$ cat src/rtl/parity_frame_rx.sv
// parity_frame_rx: LSB-first serial frame receiver with XOR parity check, framing check and saturating error counter
module parity_frame_rx #(
    parameter int DATA_W     = 8,
    parameter bit PARITY_ODD = 1'b0,
    parameter int ERRCNT_W   = 8
) (
    input  logic                clk,
    input  logic                rst_n,
    input  logic                rx_bit,
    input  logic                rx_valid,
    output logic [DATA_W-1:0]   data_out,
    output logic                data_valid,
    output logic                parity_err,
    output logic                frame_err,
    output logic                busy,
    output logic [ERRCNT_W-1:0] err_count
);
    localparam int CNT_W = $clog2(DATA_W);
    typedef enum logic [1:0] {IDLE, DATA, PARITY, STOP} state_t;
    state_t              state_q, state_d;
    logic [CNT_W-1:0]    cnt_q, cnt_d;
    logic [DATA_W-1:0]   shift_q, shift_d, data_out_q, data_out_d;
    logic                acc_q, acc_d, perr_q, perr_d;
    logic                data_valid_q, data_valid_d, parity_err_q, parity_err_d;
    logic                frame_err_q, frame_err_d, busy_q, busy_d, err_inc;
    logic [ERRCNT_W-1:0] err_q, err_d;
    always_comb begin
        state_d      = state_q;
        cnt_d        = cnt_q;
        shift_d      = shift_q;
        acc_d        = acc_q;
        perr_d       = perr_q;
        data_out_d   = data_out_q;
        parity_err_d = parity_err_q;
        data_valid_d = 1'b0;
        frame_err_d  = 1'b0;
        err_inc      = 1'b0;
        if (rx_valid) begin
            case (state_q)
                IDLE: if (!rx_bit) begin
                    state_d = DATA;
                    cnt_d   = '0;
                    acc_d   = 1'b0;
                end
                DATA: begin
                    // right shift so the first data bit ends at bit 0
                    shift_d = {rx_bit, shift_q[DATA_W-1:1]};
                    acc_d   = acc_q ^ rx_bit;
                    cnt_d   = cnt_q + 1'b1;
                    state_d = (cnt_q == CNT_W'(DATA_W - 1)) ? PARITY : DATA;
                end
                PARITY: begin
                    perr_d  = acc_q ^ rx_bit ^ PARITY_ODD;
                    state_d = STOP;
                end
                STOP: begin
                    state_d      = IDLE;
                    data_out_d   = rx_bit ? shift_q : data_out_q;
                    parity_err_d = rx_bit ? perr_q : parity_err_q;
                    data_valid_d = rx_bit;
                    frame_err_d  = !rx_bit;
                    err_inc      = rx_bit ? perr_q : 1'b1;
                end
                default: state_d = IDLE;
            endcase
        end
        busy_d = (state_d != IDLE);
        err_d  = (err_inc && err_q != '1) ? err_q + 1'b1 : err_q;
    end
    always_ff @(posedge clk or negedge rst_n) begin
        if (!rst_n) begin
            state_q      <= IDLE;
            cnt_q        <= '0;
            shift_q      <= '0;
            acc_q        <= 1'b0;
            perr_q       <= 1'b0;
            data_out_q   <= '0;
            data_valid_q <= 1'b0;
            parity_err_q <= 1'b0;
            frame_err_q  <= 1'b0;
            busy_q       <= 1'b0;
            err_q        <= '0;
        end else begin
            state_q      <= state_d;
            cnt_q        <= cnt_d;
            shift_q      <= shift_d;
            acc_q        <= acc_d;
            perr_q       <= perr_d;
            data_out_q   <= data_out_d;
            data_valid_q <= data_valid_d;
            parity_err_q <= parity_err_d;
            frame_err_q  <= frame_err_d;
            busy_q       <= busy_d;
            err_q        <= err_d;
        end
    end
    assign data_out   = data_out_q;
    assign data_valid = data_valid_q;
    assign parity_err = parity_err_q;
    assign frame_err  = frame_err_q;
    assign busy       = busy_q;
    assign err_count  = err_q;
endmodule

$ cat config.mk
export PLATFORM = sky130hd
export DESIGN_NAME = parity_frame_rx
export DESIGN_NICKNAME = d
export VERILOG_FILES = /design/src/rtl/parity_frame_rx.sv
export SDC_FILE = /design/constraint.sdc
export NUM_CORES = 1
export LEC_CHECK = 0
export BUFFER_PORTS_ARGS = -buffer_cell sky130_fd_sc_hd__buf_2
export CORE_MARGIN = 1
export CORE_UTILIZATION = 45
export DETAILED_ROUTE_END_ITERATION = 8
export HOLD_SLACK_MARGIN = 0.15
export PLACE_DENSITY_LB_ADDON = 0.1
export RECOVER_POWER = 25
export SLEW_MARGIN = 10
export SYNTH_ARGS = -nofsm -noshare
export SYNTH_HDL_FRONTEND = slang
export SYNTH_SLANG_ARGS = --single-unit
$ cat constraint.sdc
create_clock -name clk -period 3.61 [get_ports clk]
set_clock_uncertainty 0.2 [all_clocks]
set_input_delay 0.722 -clock clk [delete_from_list [all_inputs] [get_ports clk]]
set_output_delay 0.722 -clock clk [all_outputs]
set_load 0.01 [all_outputs]
# Word-level counts from Yosys, hierarchy flattened
# Index checks and enable logic that the tools add are counted.
dict set report classes {
  add_sub_neg 2
  n_eq_ne 6
  muxes 15
  bitwise 1
  n_reduce_logical 9
}
# cell n
set ops {}
lappend ops {{8-bit by 1-bit adder with 8-bit output, second input constant} 1}
lappend ops {{1-bit 2-to-1 mux} 8}
lappend ops {{8-bit != test, second input constant} 1}
lappend ops {{2-bit one-hot mux with 4 select lines} 1}
lappend ops {{2-bit 2-to-1 mux} 3}
lappend ops {{3-bit one-hot mux with 2 select lines} 1}
lappend ops {{3-bit AND reduction} 2}
lappend ops {{2-bit equality test, second input constant} 2}
lappend ops {{2-bit AND reduction} 2}
lappend ops {{2-bit nonzero test} 2}
lappend ops {{3-bit by 1-bit adder with 3-bit output, second input constant} 1}
lappend ops {{3-bit equality test, second input constant} 1}
lappend ops {{3-bit 2-to-1 mux} 1}
lappend ops {{2-bit by 1-bit equality test with 1-bit output, second input constant} 1}
lappend ops {{2-bit logical NOT} 1}
lappend ops {{2-bit != test, second input constant} 1}
lappend ops {{1-bit one-hot mux with 2 select lines} 1}
lappend ops {{1-bit logical AND} 1}
lappend ops {{1-bit logical NOT} 1}
lappend ops {{1-bit XOR} 1}
dict set report word_totals {
  ff_bits 35
  output_inout_bits 20
  word_cells 44
}

# Depth between registers and ports, before layout
# Gate-level depths: netlist (run 1).
dict set report logic_depth {
  word_depth 5
  ltp_mapped 6
  ltp_nobuf 6
}

# Worst setup path after synthesis (run 1)
# Ideal clock, no wire load.
dict set report synth_path {
  kind {input-to-reg}
  startpoint {in rx_valid}
  endpoint {reg err_q[7] (netlist: err_count[7])}
  arrival_time_ps 1523
  t_required_ps 3285
  setup_slack_ps 1762
  stages 4
  n_path_buf 0
  cell_sequence {nand3_1 > o21bai_4 > nor3_2 > mux2_4}
}
dict set report synth_via {
  elab_chain_cells 2
}
# element line
set synth_rtl {}
lappend synth_rtl {{from (decl)} 10} ;# input logic rx_valid,
lappend synth_rtl {{1-bit 2-to-1 mux} 38} ;# if (rx_valid) begin
lappend synth_rtl {{1-bit logical AND} 68} ;# err_d = (err_inc && err_q != '1) ? err_q + 1'b1 : err_q;
lappend synth_rtl {{to (signal assigned)} 94} ;# err_q <= err_d;
lappend synth_rtl {{to (decl)} 26} ;# logic [ERRCNT_W-1:0] err_q, err_d;
# No other way between the ends.
# A chain may end at the register's enable or synchronous reset.

==> results.md, run 1 <==
- Failing checks: max-capacitance violations, max-slew violations
- Commonest non-fill, non-tap cell in the layout: dfrtp_1
- Mapped Cells: between 100 and 150
- Post-CTS Resized: 0
- Post-synthesis sequential area ratio: between 50 and 60%
- CP endpoint kind: async pin
- Pwr dens: just under 700 mW/mm^2
- Latest clock arrival within the worst-skew pair: 340 ps
- Layout net count: about 160
- H-tree Lvls: 2
- Met3 GRT Util: 5.844%
- CTS max path bufs: 2
- #FFs+latches synth: 35
- Fin crit share: approximately 57%
- DP HPWL: 1778 um
- Largest net degree at the start of global routing: 36
- Hold Path End: shift_q[0]$_DFFE_PN0P_
- Syn nets: around 130
- # rows: 20
- Adder-Cell Fraction of Synth Area: 2.502%
- Fin Setup TNS: 0 ps
- Initial antenna violation count: 0
- First-pass GRT wire length: 4215 um
- Warnings from Yosys: 0
- Overall routing resource usage: 16.53%
- Outcome: finished with violations
- Routed len/inst: 12.40 um
- RSZ-0062 raised after global routing: no
- Mapped Area: 0.001500 mm^2
- Busiest grt layer: met2
- # clock sinks: 35
- Residual DRC count: 0
- Slew @ Worst Pin: approximately 1800 ps
- Clk root buf: clkbuf_4
- Leak: between 0.0009 and 0.001 uW
- Cts hold-fix bufs: 0
- Worst Hold Launch: shift_q[0]$_DFFE_PN0P_
- Kind of critical path: in -> async
- RR Startpoint: err_count[0]$_DFFE_PN0P_
- Total gr overflow: 0
- Critical Path RT: roughly 3500 ps
- Starting density of the core: approximately half
- Post-CTS setup buffer count: 0
- Die Y: 59.74 um
- Peak VDD IR: 0.0003062 V
- Worst path depth: 1
- CTS tree: built
- Final Core Density: a little under three fifths
- Relative slew margins: -18.57%
- Worst path max stage delay: 1260 ps
- Class of the worst hold path: reg -> reg
- Simple-Gate Fraction of Synth Area: between 15 and 20%
- Post-synth EDFFs: 0
- CP bufs+invs: 1
- Die Wd: between 50 and 60 um
- Hold Path Stages: 2
- Fin. Hold Viols: 0
- Total length of routed wires: 2480 um
- Post-synth cell types: 30
- Antenna viol nets, final: 0
- IO buf count: 23
- Ys flop type: dfrtp_1
- Worst setup SP type: input port
- DR iter-0 viols: 23
- Total number of vias: about 1000
- Syn_area_per_cell: 11.81 um^2
- GR Layer Usage met2: a little over a quarter
- Reg clk slew, reported paths: around 100 ps
- Reg2Reg Depth: 5
- Final setup fails: 0
- Vias in the first global route: 955
- Final worst path period need: 2066 ps
- N_diodes: 0
- Commonest cells after routing, fill and taps aside: dfrtp_1 (35), nand2_1 (30), buf_2 (21), mux2_2 (9), o21ai_0 (7)
- Hold slack: between 200 and 300 ps
- Worst-path maximum fanout: 35
- Cell family with most CP delay: buffers and inverters
- Ports: 24
- Total CTS buffers: 5
- Slew Viols, Final: 36
- Filler Cell Count: 297
- Max Fclk: approximately 480 MHz
- Mux contribution to synthesized area: about 8.8%
- Post-Synth XOR/XNOR Area: 3.503%
- Final Wtd Congestion: roughly 0.74
- Max_cap viols: 1
- Pwr Total: between 1000 and 1500 uW
- Compound-Gate Fraction of Synth Area: 7.673%
- DIE AREA: approximately 0.0036 mm^2
- R2R Setup Slk: roughly 1800 ps
- CORE AREA: 0.003103 mm^2
- Layout cells sized above 1: 30.77%
- Vias per inst: approximately 5.0
- Layout area overhead: 16.85%
- CP max-delay cell: clkbuf_1
- DR pass1 iterations: 4
- Worst r2r dst: err_count[1]$_DFFE_PN0P_
- CP Cell Sequence: clkbuf_1
- Fraction of registers with async set/reset: 100.0%
- Arrival time at the worst endpoint: ~2000 ps
- Largest family of logic cells by synthesized area: simple AND/OR/NAND/NOR gates
- Routing usage on met1: 19.97%
==> worst max path at each step <==
stage / start / to / slack [ps]
after floorplan: rx_valid / err_count[7]$_DFFE_PN0P_ / 1760
after global placement: rx_valid / err_count[7]$_DFFE_PN0P_ / 1570
after detailed placement: rx_valid / err_count[7]$_DFFE_PN0P_ / 1500
after CTS: err_count[2]$_DFFE_PN0P_ / err_count[2] / 1750
after global routing: rst_n / err_count[4]$_DFFE_PN0P_ / 1170
final: rst_n / err_count[5]$_DFFE_PN0P_ / 1540
==> per-stage QoR <==
| step | setup WS, ps | area (um^2) | std cells |
|---|---|---|---|
| after global routing | 1167 | 1753 | 200 |
| after detailed placement | 1504 | 1654 | 192 |
| final | 1544 | 1753 | 200 |
| after global placement | 1568 | 1654 | 192 |
| after CTS | 1752 | 1755 | 200 |
| after floorplan | 1762 | 1500 | 127 |
==> sequential cells by signal, summed over array words and instances, names as in the netlist <==
register	count
perr_q	1
data_out	8
data_valid	1
state_q	2
parity_err	1
frame_err	1
shift_q	8
cnt_q	3
acc_q	1
busy	1
err_count	8
==> layout make-up <==
cell class                      instances  area (um^2)  share of cell area (%)
Clock buffer                            6        41.29                   2.355
Clock inverter                          2        60.06                   3.426
Inverter                                3        11.26                  0.6424
Multi-Input combinational cell         87        596.8                   34.05
Sequential cell                        35        875.8                   49.96
Tap cell                               44        55.05                   3.141
Timing Repair Buffer                   23        112.6                   6.424
==> layer usage <==
metal	vias to the layer above	share of wire, %
met1	488	44
met5	-	0
met4	0	1.9
li1	484	-
met3	6	4.4
met2	19	49
==> worst min-delay path: cells and delay by family, from the launching register on <==
family        cells  cell delay [ps]
flops             1              360
simple gates      2              120
==> report_power, final <==
part / internal (uW) / switching, uW / total [uW]
combinational: 124 / 141 / 265
sequential: 509 / 88.3 / 597
clock: 216 / 130 / 346
total: 849 / 360 / 1210
==> logic make-up (layout without fill, tap and decap cells) <==
group	Yosys count	count (layout)
buffers and inverters	5	34
AOI/OAI and AO/OA	16	16
DFF	35	35
adders and majority gates	3	3
xor gates and xnor gates	6	6
and+or+nand+nor	51	51
muxes	11	11
==> cells in the mapped netlist, types with 2 or more instances <==
cell type  count  share of area [%]
nor3_1         3                1.0
mux2_4         2                2.0
dfrtp_1       35                 58
a22o_1         3                1.8
a21oi_1        2               0.67
nand2_1       30                7.5
xor2_1         5                2.9
nand3_1        4                1.3
mux2_2         9                6.8
nor2_1         3               0.75
inv_1          3               0.75
o21ai_0        7                2.3
nor3b_2        2                1.7
ha_1           3                2.5
No activity file was read; power rests on OpenSTA's default activity.
==> inputs of run 2 (changes only) <==
==> constraint.sdc (replaced) <==
create_clock -name clk -period 2.1 [get_ports clk]
set_clock_uncertainty 0.2 [all_clocks]
set_input_delay 0.42 -clock clk [delete_from_list [all_inputs] [get_ports clk]]
set_output_delay 0.42 -clock clk [all_outputs]
set_load 0.01 [all_outputs]
==> run 2 against run 1 <==
- the flow now finishes without violations
- largest cell class unchanged
- total power rose by 51%
- combinational power rose by 65%
- non-clock buffer count rose by 2
- critical path depth rose by 5
- register-to-register slack got worse by 1500 ps
- clock power rose by 4%
- final cell count rose by 0.50%
- sequential cell count did not move
- worst hold slack got worse by 78 ps
- via count fell by 4.8%
==> results.md, run 2 (same netlist as run 1, synthesis figures left out) <==
- Outcome: complete, no violations (was finished with violations)
- Layout cells sized above 1: 23.57% (was 30.77%)
- DR iter-0 viols: 27 (was 23)
- Latest clock arrival within the worst-skew pair: 320 ps (was 340 ps)
- Finished Cell Area: 0.001714 mm^2 (was 0.001753 mm^2)
- Total gr overflow: 0 (unchanged)
- Post-CTS Resized: 0 (unchanged)
- H-tree Lvls: 2 (unchanged)
- Filler Cell Count: 302 (was 297)
- Class of the worst hold path: in -> reg (was reg -> reg)
- Vias per inst: 4.721 (was 4.985)
- Slew @ Worst Pin: 837.9 ps (was 1778 ps)
- Worst-path maximum fanout: 8 (was 35)
- CTS tree: built (unchanged)
- Total length of routed wires: 2413 um (was 2480 um)
- Commonest non-fill, non-tap cell in the layout: dfrtp_1 (unchanged)
- Fin crit share: between 90% and 100%
- First-pass GRT wire length: 4022 um (was 4215 um)
- CP Cell Sequence: dlygate4sd3_1 -> buf_2 -> inv_1 -> o21bai_4 -> nor3_2 -> mux2_4 (was clkbuf_1)
- Area occupied by multi-input gates: 596.8 um^2 (unchanged)
- Setup WS pre-CTS: 315.4 ps (was 1504 ps)
- Final worst slack: 167.1 ps (was 1544 ps)
- Commonest cells after routing, fill and taps aside: dfrtp_1 (35), nand2_1 (30), clkbuf_1 (13), mux2_2 (9), buf_2 (9) (was dfrtp_1 (35), nand2_1 (30), buf_2 (21), mux2_2 (9), o21ai_0 (7))
- Largest net degree at the start of global routing: 36 (unchanged)
- IO buf count: 23 (unchanged)
- RSZ-0062 raised after global routing: no (unchanged)
- Worst setup SP type: input port (unchanged)
- Final worst path period need: 1933 ps
- Fin. Hold Viols: 0 (unchanged)
- Layout area overhead: 14.26% (was 16.85%)
- Placed Area: 0.001654 mm^2 (unchanged)
- Initial antenna violation count: 0 (unchanged)
- Max Fclk: 517.4 MHz
- Slew Viols, Final: 0 (was 36)
- CORE AREA: 0.003103 mm^2 (unchanged)
- Relative slew margins: 44.14% (was -18.57%)
- # rows: 20 (unchanged)
- DR pass1 iterations: 4 (unchanged)
- Die Y: 59.74 um (unchanged)
- N_diodes: 0 (unchanged)
- Sequential cell area: 875.8 um^2 (unchanged)
- Critical Path RT: 2120 ps (was 3530 ps)
- Placed cells: 192 (unchanged)
- Peak VDD IR: 0.0006508 V (was 0.0003062 V)
- DP HPWL: 1705 um (was 1778 um)
- Post-CTS setup buffer count: 0 (unchanged)
- Final Wtd Congestion: 0.7417 (was 0.7351)
- CP max-delay cell: dlygate4sd3_1 (was clkbuf_1)
- Vias in the first global route: 912 (was 955)
- Total number of vias: 949 (was 997)
- Ports: 24 (unchanged)
- Starting density of the core: 48.35% (unchanged)
- CP endpoint kind: flop (was async pin)
- Kind of critical path: in -> reg (was in -> async)
- Leak: 0.0008972 uW (was 0.0009560 uW)
- Layout net count: 164 (was 162)
- Overall routing resource usage: 15.84% (was 16.53%)
- Pwr dens: 1066 mW/mm^2 (was 689.7 mW/mm^2)
- Final setup fails: 0 (unchanged)
- Clk root buf: clkbuf_4 (unchanged)
- Worst path max stage delay: 520 ps (was 1260 ps)
- Residual DRC count: 0 (unchanged)
- Cts hold-fix bufs: 2 (was 0)
- Final cell count without fillers: 201 (was 200)
- DIE AREA: 0.003569 mm^2 (unchanged)
- Routed len/inst: 12.00 um (was 12.40 um)
- Hold slack: 217.5 ps (was 295.5 ps)
- Total CTS buffers: 5 (unchanged)
- Max_cap viols: 0 (was 1)
- Die Wd: 59.74 um (unchanged)
- # clock sinks: 35 (unchanged)
- CTS max path bufs: 2 (unchanged)
- Arrival time at the worst endpoint: 1950 ps (was 1990 ps)
- Antenna viol nets, final: 0 (unchanged)
- Fin Setup TNS: 0 ps (unchanged)
- Reg clk slew, reported paths: 90 ps (was 100 ps)
[run 2: per-stage QoR]
step	utilization, %	total power, uW
floorplan	-	1342
global placement	53.31	1471
detailed placement	53.31	1504
CTS	55.77	1868
global route	55.24	1971
finish	55.24	1827
[run 2: path summary, 6_finish.rpt]
kind | start | endpoint | slack [ps] | cells past startpoint
max in group asynchronous | rst_n | perr_q$_DFFE_PN0P_ | 650 | 2
hold reg to reg | shift_q[0]$_DFFE_PN0P_ | shift_q[0]$_DFFE_PN0P_ | 290 | 2
setup reg to reg | err_count[0]$_DFFE_PN0P_ | err_count[1]$_DFFE_PN0P_ | 310 | 5
min in group asynchronous | rst_n | data_out[3]$_DFFE_PN0P_ | 530 | 2
setup / recovery | rx_bit | err_count[7]$_DFFE_PN0P_ | 170 | 6
hold / removal | rx_valid | frame_err$_DFF_PN0_ | 220 | 3
[run 2: critical path, delay by kind of cell]
family                 cells  cell delay (ps)
AND/OR/NAND/NOR            1              220
multiplexers               1              310
AO/OA/AOI/OAI              1              150
buffers and inverters      3              850
[run 2: per-layer routing]
metal / vias up / global-route usage [%] / routed length [um] / share of wire, %
met5: - / 0 / 0 / 0
met2: 25 / 23.81 / 1069 / 44
met3: 4 / 3.896 / 103 / 4.3
li1: 485 / - / - / -
met1: 435 / 21.34 / 1217 / 50
met4: 0 / 7.973 / 23 / 0.95
[run 2: final cells by class]
type,count,share of cell area (%)
clock buffer,6,2.993
clock inverter,1,0.2920
inverter,3,0.6569
multi-input combinational,87,34.82
sequential,35,51.10
tap,44,3.212
timing repair buffer,25,6.934
[run 2: power breakdown]
group | internal [uW] | switching (uW) | leakage, uW | total [uW]
clock | 155 | 206 | 0.0000341 | 361
sequential | 875 | 155 | 0.000465 | 1030
combinational | 199 | 237 | 0.000398 | 436
==> inputs of run 3 (changes only) <==
--- a/config.mk
+++ b/config.mk
@@ -5,6 +5,7 @@
 export SDC_FILE = /design/constraint.sdc
 export NUM_CORES = 1
 export LEC_CHECK = 0
+export ABC_AREA = 1
 export BUFFER_PORTS_ARGS = -buffer_cell sky130_fd_sc_hd__buf_2
 export CORE_MARGIN = 1
 export CORE_UTILIZATION = 45
==> run 3 against run 2 <==
- clock-buffer cell count down 1
- critical endpoint is now err_count[0]$_DFFE_PN0P_
- sequential power up 9%
- combinational power up 90%
- fmax up 8.3%
- first-iteration DRC count up 78%
==> results.md, run 3 <==
- Ys flop type: dfrtp_1 (unchanged)
- Setup WS pre-CTS: 565.6 ps (was 315.4 ps)
- Peak VDD IR: 0.0005663 V (was 0.0006508 V)
- CTS max path bufs: 2 (unchanged)
- Switching Share: 40.16% (was 32.74%)
- Cell family with most CP delay: buffers and inverters (unchanged)
- Placed cells: 242 (was 192)
- Area contributors post-synth: dfrtp_1 (55%), nand2_1 (14%), nor2_1 (3.8%) (was dfrtp_1 (58%), nand2_1 (7.5%), mux2_2 (6.8%))
- Antenna viol nets, final: 0 (unchanged)
- DR pass1 iterations: 4 (unchanged)
- Final worst path period need: 1784 ps (was 1933 ps)
- IO buf count: 23 (unchanged)
- Fraction of registers with async set/reset: 100.0% (unchanged)
- Compound-Gate Fraction of Synth Area: 9.804% (was 7.673%)
- Class of the worst hold path: in -> reg (unchanged)
- Starting density of the core: 47.43% (was 48.35%)
- Latest clock arrival within the worst-skew pair: 350 ps (was 320 ps)
- Clk pwr share: 16.4% (was 19.8%)
- Clk root buf: clkbuf_4 (unchanged)
- Adder-Cell Fraction of Synth Area: 2.353% (was 2.502%)
- Commonest non-fill, non-tap cell in the layout: nand2_1 (was dfrtp_1)
- Post-CTS setup buffer count: 0 (unchanged)
- Dominant cell type by area after synthesis: dfrtp_1 (unchanged)
- Net switching power: 935.5 uW (was 598.2 uW)
- H-tree Lvls: 2 (unchanged)
- # rows: 21 (was 20)
- Syn nets: 181 (was 134)
- Mapped Cells: 174 (was 127)
- Layout net count: 212 (was 164)
- Most frequent cell on the critical path: nand2_1
- Fin. Hold Viols: 0 (unchanged)
- Mux contribution to synthesized area: 0% (was 8.757%)
- Fin crit share: 84.95% (was 92.04%)
- # clock sinks: 35 (unchanged)
- Area occupied by multi-input gates: 630.6 um^2 (was 596.8 um^2)
- Simple-Gate Fraction of Synth Area: 25.18% (was 17.35%)
- Warnings from Yosys: 0 (unchanged)
- Layout cells sized above 1: 23.30% (was 23.57%)
- #FFs+latches synth: 35 (unchanged)
- Kind of critical path: in -> reg (unchanged)
- Max_cap viols: 0 (unchanged)
- Total gr overflow: 0 (unchanged)
- Logic pwr share: 35.6% (was 23.9%)
- Fin Setup TNS: 0 ps (unchanged)
- Reg clk slew, reported paths: 110 ps (was 90 ps)
- Worst setup SP type: input port (unchanged)
- Die Y: 61.54 um (was 59.74 um)
- Routed len/inst: 11.02 um (was 12.00 um)
- Ports: 24 (unchanged)
- Syn_area_per_cell: 9.168 um^2 (was 11.81 um^2)
- Post-Synth XOR/XNOR Area: 2.196% (was 3.503%)
- Relative slew margins: 43.66% (was 44.14%)
- N_diodes: 0 (unchanged)
- Outcome: complete, no violations (unchanged)
- Slew @ Worst Pin: 845.1 ps (was 837.9 ps)
- Overall routing resource usage: 16.98% (was 15.84%)
- Slew Viols, Final: 0 (unchanged)
- DR iter-0 viols: 48 (was 27)
- Final setup fails: 0 (unchanged)
- Total number of vias: 1183 (was 949)
- Largest family of logic cells by synthesized area: simple AND/OR/NAND/NOR gates (unchanged)
- CP endpoint kind: flop (unchanged)
- Final cell count without fillers: 252 (was 201)
- Most common cell in the netlist: nand2_1 (was dfrtp_1)
- Commonest cells after routing, fill and taps aside: nand2_1 (60), dfrtp_1 (35), buf_2 (22), nor2_1 (16), inv_1 (12) (was dfrtp_1 (35), nand2_1 (30), clkbuf_1 (13), mux2_2 (9), buf_2 (9))
- Max Fclk: 560.5 MHz (was 517.4 MHz)
- CTS tree: built (unchanged)
- First-pass GRT wire length: 4498 um (was 4022 um)
- CP bufs+invs: 4 (was 3)
- Critical Path RT: 2140 ps (was 2120 ps)
- Arrival time at the worst endpoint: 1820 ps (was 1950 ps)
- Filler Cell Count: 330 (was 302)
- Final worst slack: 316.0 ps (was 167.1 ps)
- Die Wd: 61.54 um (was 59.74 um)
- Leak: 0.0009346 uW (was 0.0008972 uW)
- DP HPWL: 1930 um (was 1705 um)
- Final Wtd Congestion: 0.7918 (was 0.7417)
- Residual DRC count: 0 (unchanged)
- Post-synth EDFFs: 0 (unchanged)
- CP max-delay cell: dlygate4sd3_1 (unchanged)
- RSZ-0062 raised after global routing: no (unchanged)
- Total CTS buffers: 5 (unchanged)
- DIE AREA: 0.003787 mm^2 (was 0.003569 mm^2)
- CORE AREA: 0.003363 mm^2 (was 0.003103 mm^2)
- Power share of the sequential group: 48.1% (was 56.4%)
- Vias in the first global route: 1027 (was 912)
- Post-synth cell types: 24 (was 30)
- Worst path max stage delay: 520 ps (about the same)
- Pwr Total: 2330 uW (was 1827 uW)
- Total length of routed wires: 2776 um (was 2413 um)
- CP Cell Sequence: dlygate4sd3_1 -> clkbuf_1 -> inv_2 -> nor2_1 -> nor2_4 -> nand2_4 -> clkinv_4 -> nand2_1 -> nand2_1 (was dlygate4sd3_1 -> buf_2 -> inv_1 -> o21bai_4 -> nor3_2 -> mux2_4)
- Pwr dens: 1275 mW/mm^2 (was 1066 mW/mm^2)
- Layout area overhead: 14.51% (was 14.26%)
- Vias per inst: 4.694 (was 4.721)
- Post-synth top cells: nand2_1 (60), dfrtp_1 (35), nor2_1 (16) (was dfrtp_1 (35), nand2_1 (30), mux2_2 (9))
- Top-area cell type share of the netlist area: 54.90% (was 58.38%)
- Mapped Area: 0.001595 mm^2 (was 0.001500 mm^2)
- Sequential cell area: 875.8 um^2 (unchanged)
- Worst-path maximum fanout: 10 (was 8)
- Hold slack: 204.6 ps (was 217.5 ps)
- Initial antenna violation count: 0 (unchanged)
- Largest net degree at the start of global routing: 36 (unchanged)
- Post-synthesis sequential area ratio: 54.90% (was 58.38%)
- Int Pwr: 1394 uW (was 1229 uW)
run 3: cell count changes in the layout (fill, tap and decap cells not counted), sizes merged, moves of 5 or more:
cell	delta
nand2	+32
nor2	+14
buf	+13
clkbuf	-13
inv	+11
mux2	-11
o21ai	+8
a21oi	+6
nor3	-5
run 3: logic make-up (layout without fill, tap and decap cells):
family          after synthesis  count (layout)
xor+xnor                      4               4
compound gates               24              24
buf+inv                      17              49
fa+ha+maj                     3               3
flops                        35              35
simple gates                 91              91
run 3: cell type report:
| type | count | share of cell area (%) |
|---|---|---|
| Sequential cell | 35 | 47.95 |
| Multi-Input combinational cell | 122 | 34.52 |
| Timing Repair Buffer | 26 | 7.603 |
| Inverter | 15 | 3.425 |
| Tap cell | 46 | 3.151 |
| Clock buffer | 5 | 2.055 |
| Clock inverter | 3 | 1.301 |
run 3: path summary, 6_finish.rpt:
check                                          from                  endpoint  slack [ps]  cells past startpoint
setup / recovery                             rx_bit  err_count[0]$_DFFE_PN0P_         320                      9
hold / removal                             rx_valid        perr_q$_DFFE_PN0P_         200                      3
setup reg to reg           err_count[0]$_DFFE_PN0P_  err_count[0]$_DFFE_PN0P_         530                      8
hold reg to reg                cnt_q[1]$_DFFE_PN0P_      cnt_q[1]$_DFFE_PN0P_         300                      2
max in group asynchronous                     rst_n      data_valid$_DFF_PN0_         590                      3
min in group asynchronous                     rst_n   data_out[6]$_DFFE_PN0P_         580                      3
run 3: metal layers:
layer / track usage [%] / routed length, um / up-vias
li1: - / - / 617
met1: 21.67 / 1335 / 534
met2: 24.42 / 1252 / 26
met3: 6.513 / 130 / 6
met4: 10.16 / 58 / 0
met5: 0 / 0 / -
run 3: power by group through the flow:
| stage | Sequential [uW] | Combinational, uW | Clock, uW |
|---|---|---|---|
| after floorplan | 1170 | 567 | 0 |
| after global placement | 1130 | 814 | 0 |
| after detailed placement | 1130 | 842 | 0 |
| after CTS | 1120 | 845 | 401 |
| after global routing | 1160 | 959 | 423 |
| final | 1120 | 828 | 381 |
run 3: tightest hold or removal path, delay by kind of cell:
kind                   cells  cell delay, ps
buffers and inverters      1             140
and+or+nand+nor            2             150
run 3: metrics by stage:
step	instance area [um^2]	utilization [%]
final	1827	54.32
after global routing	1827	54.32
after CTS	1831	54.43
after detailed placement	1749	52.01
after global placement	1749	52.01
after floorplan	1595	-
run 3: timing repair:
item                      in CTS  in global routing
resized for setup              0                  0
hold endpoints to repair      36                  0
hold buffers                   2                  0
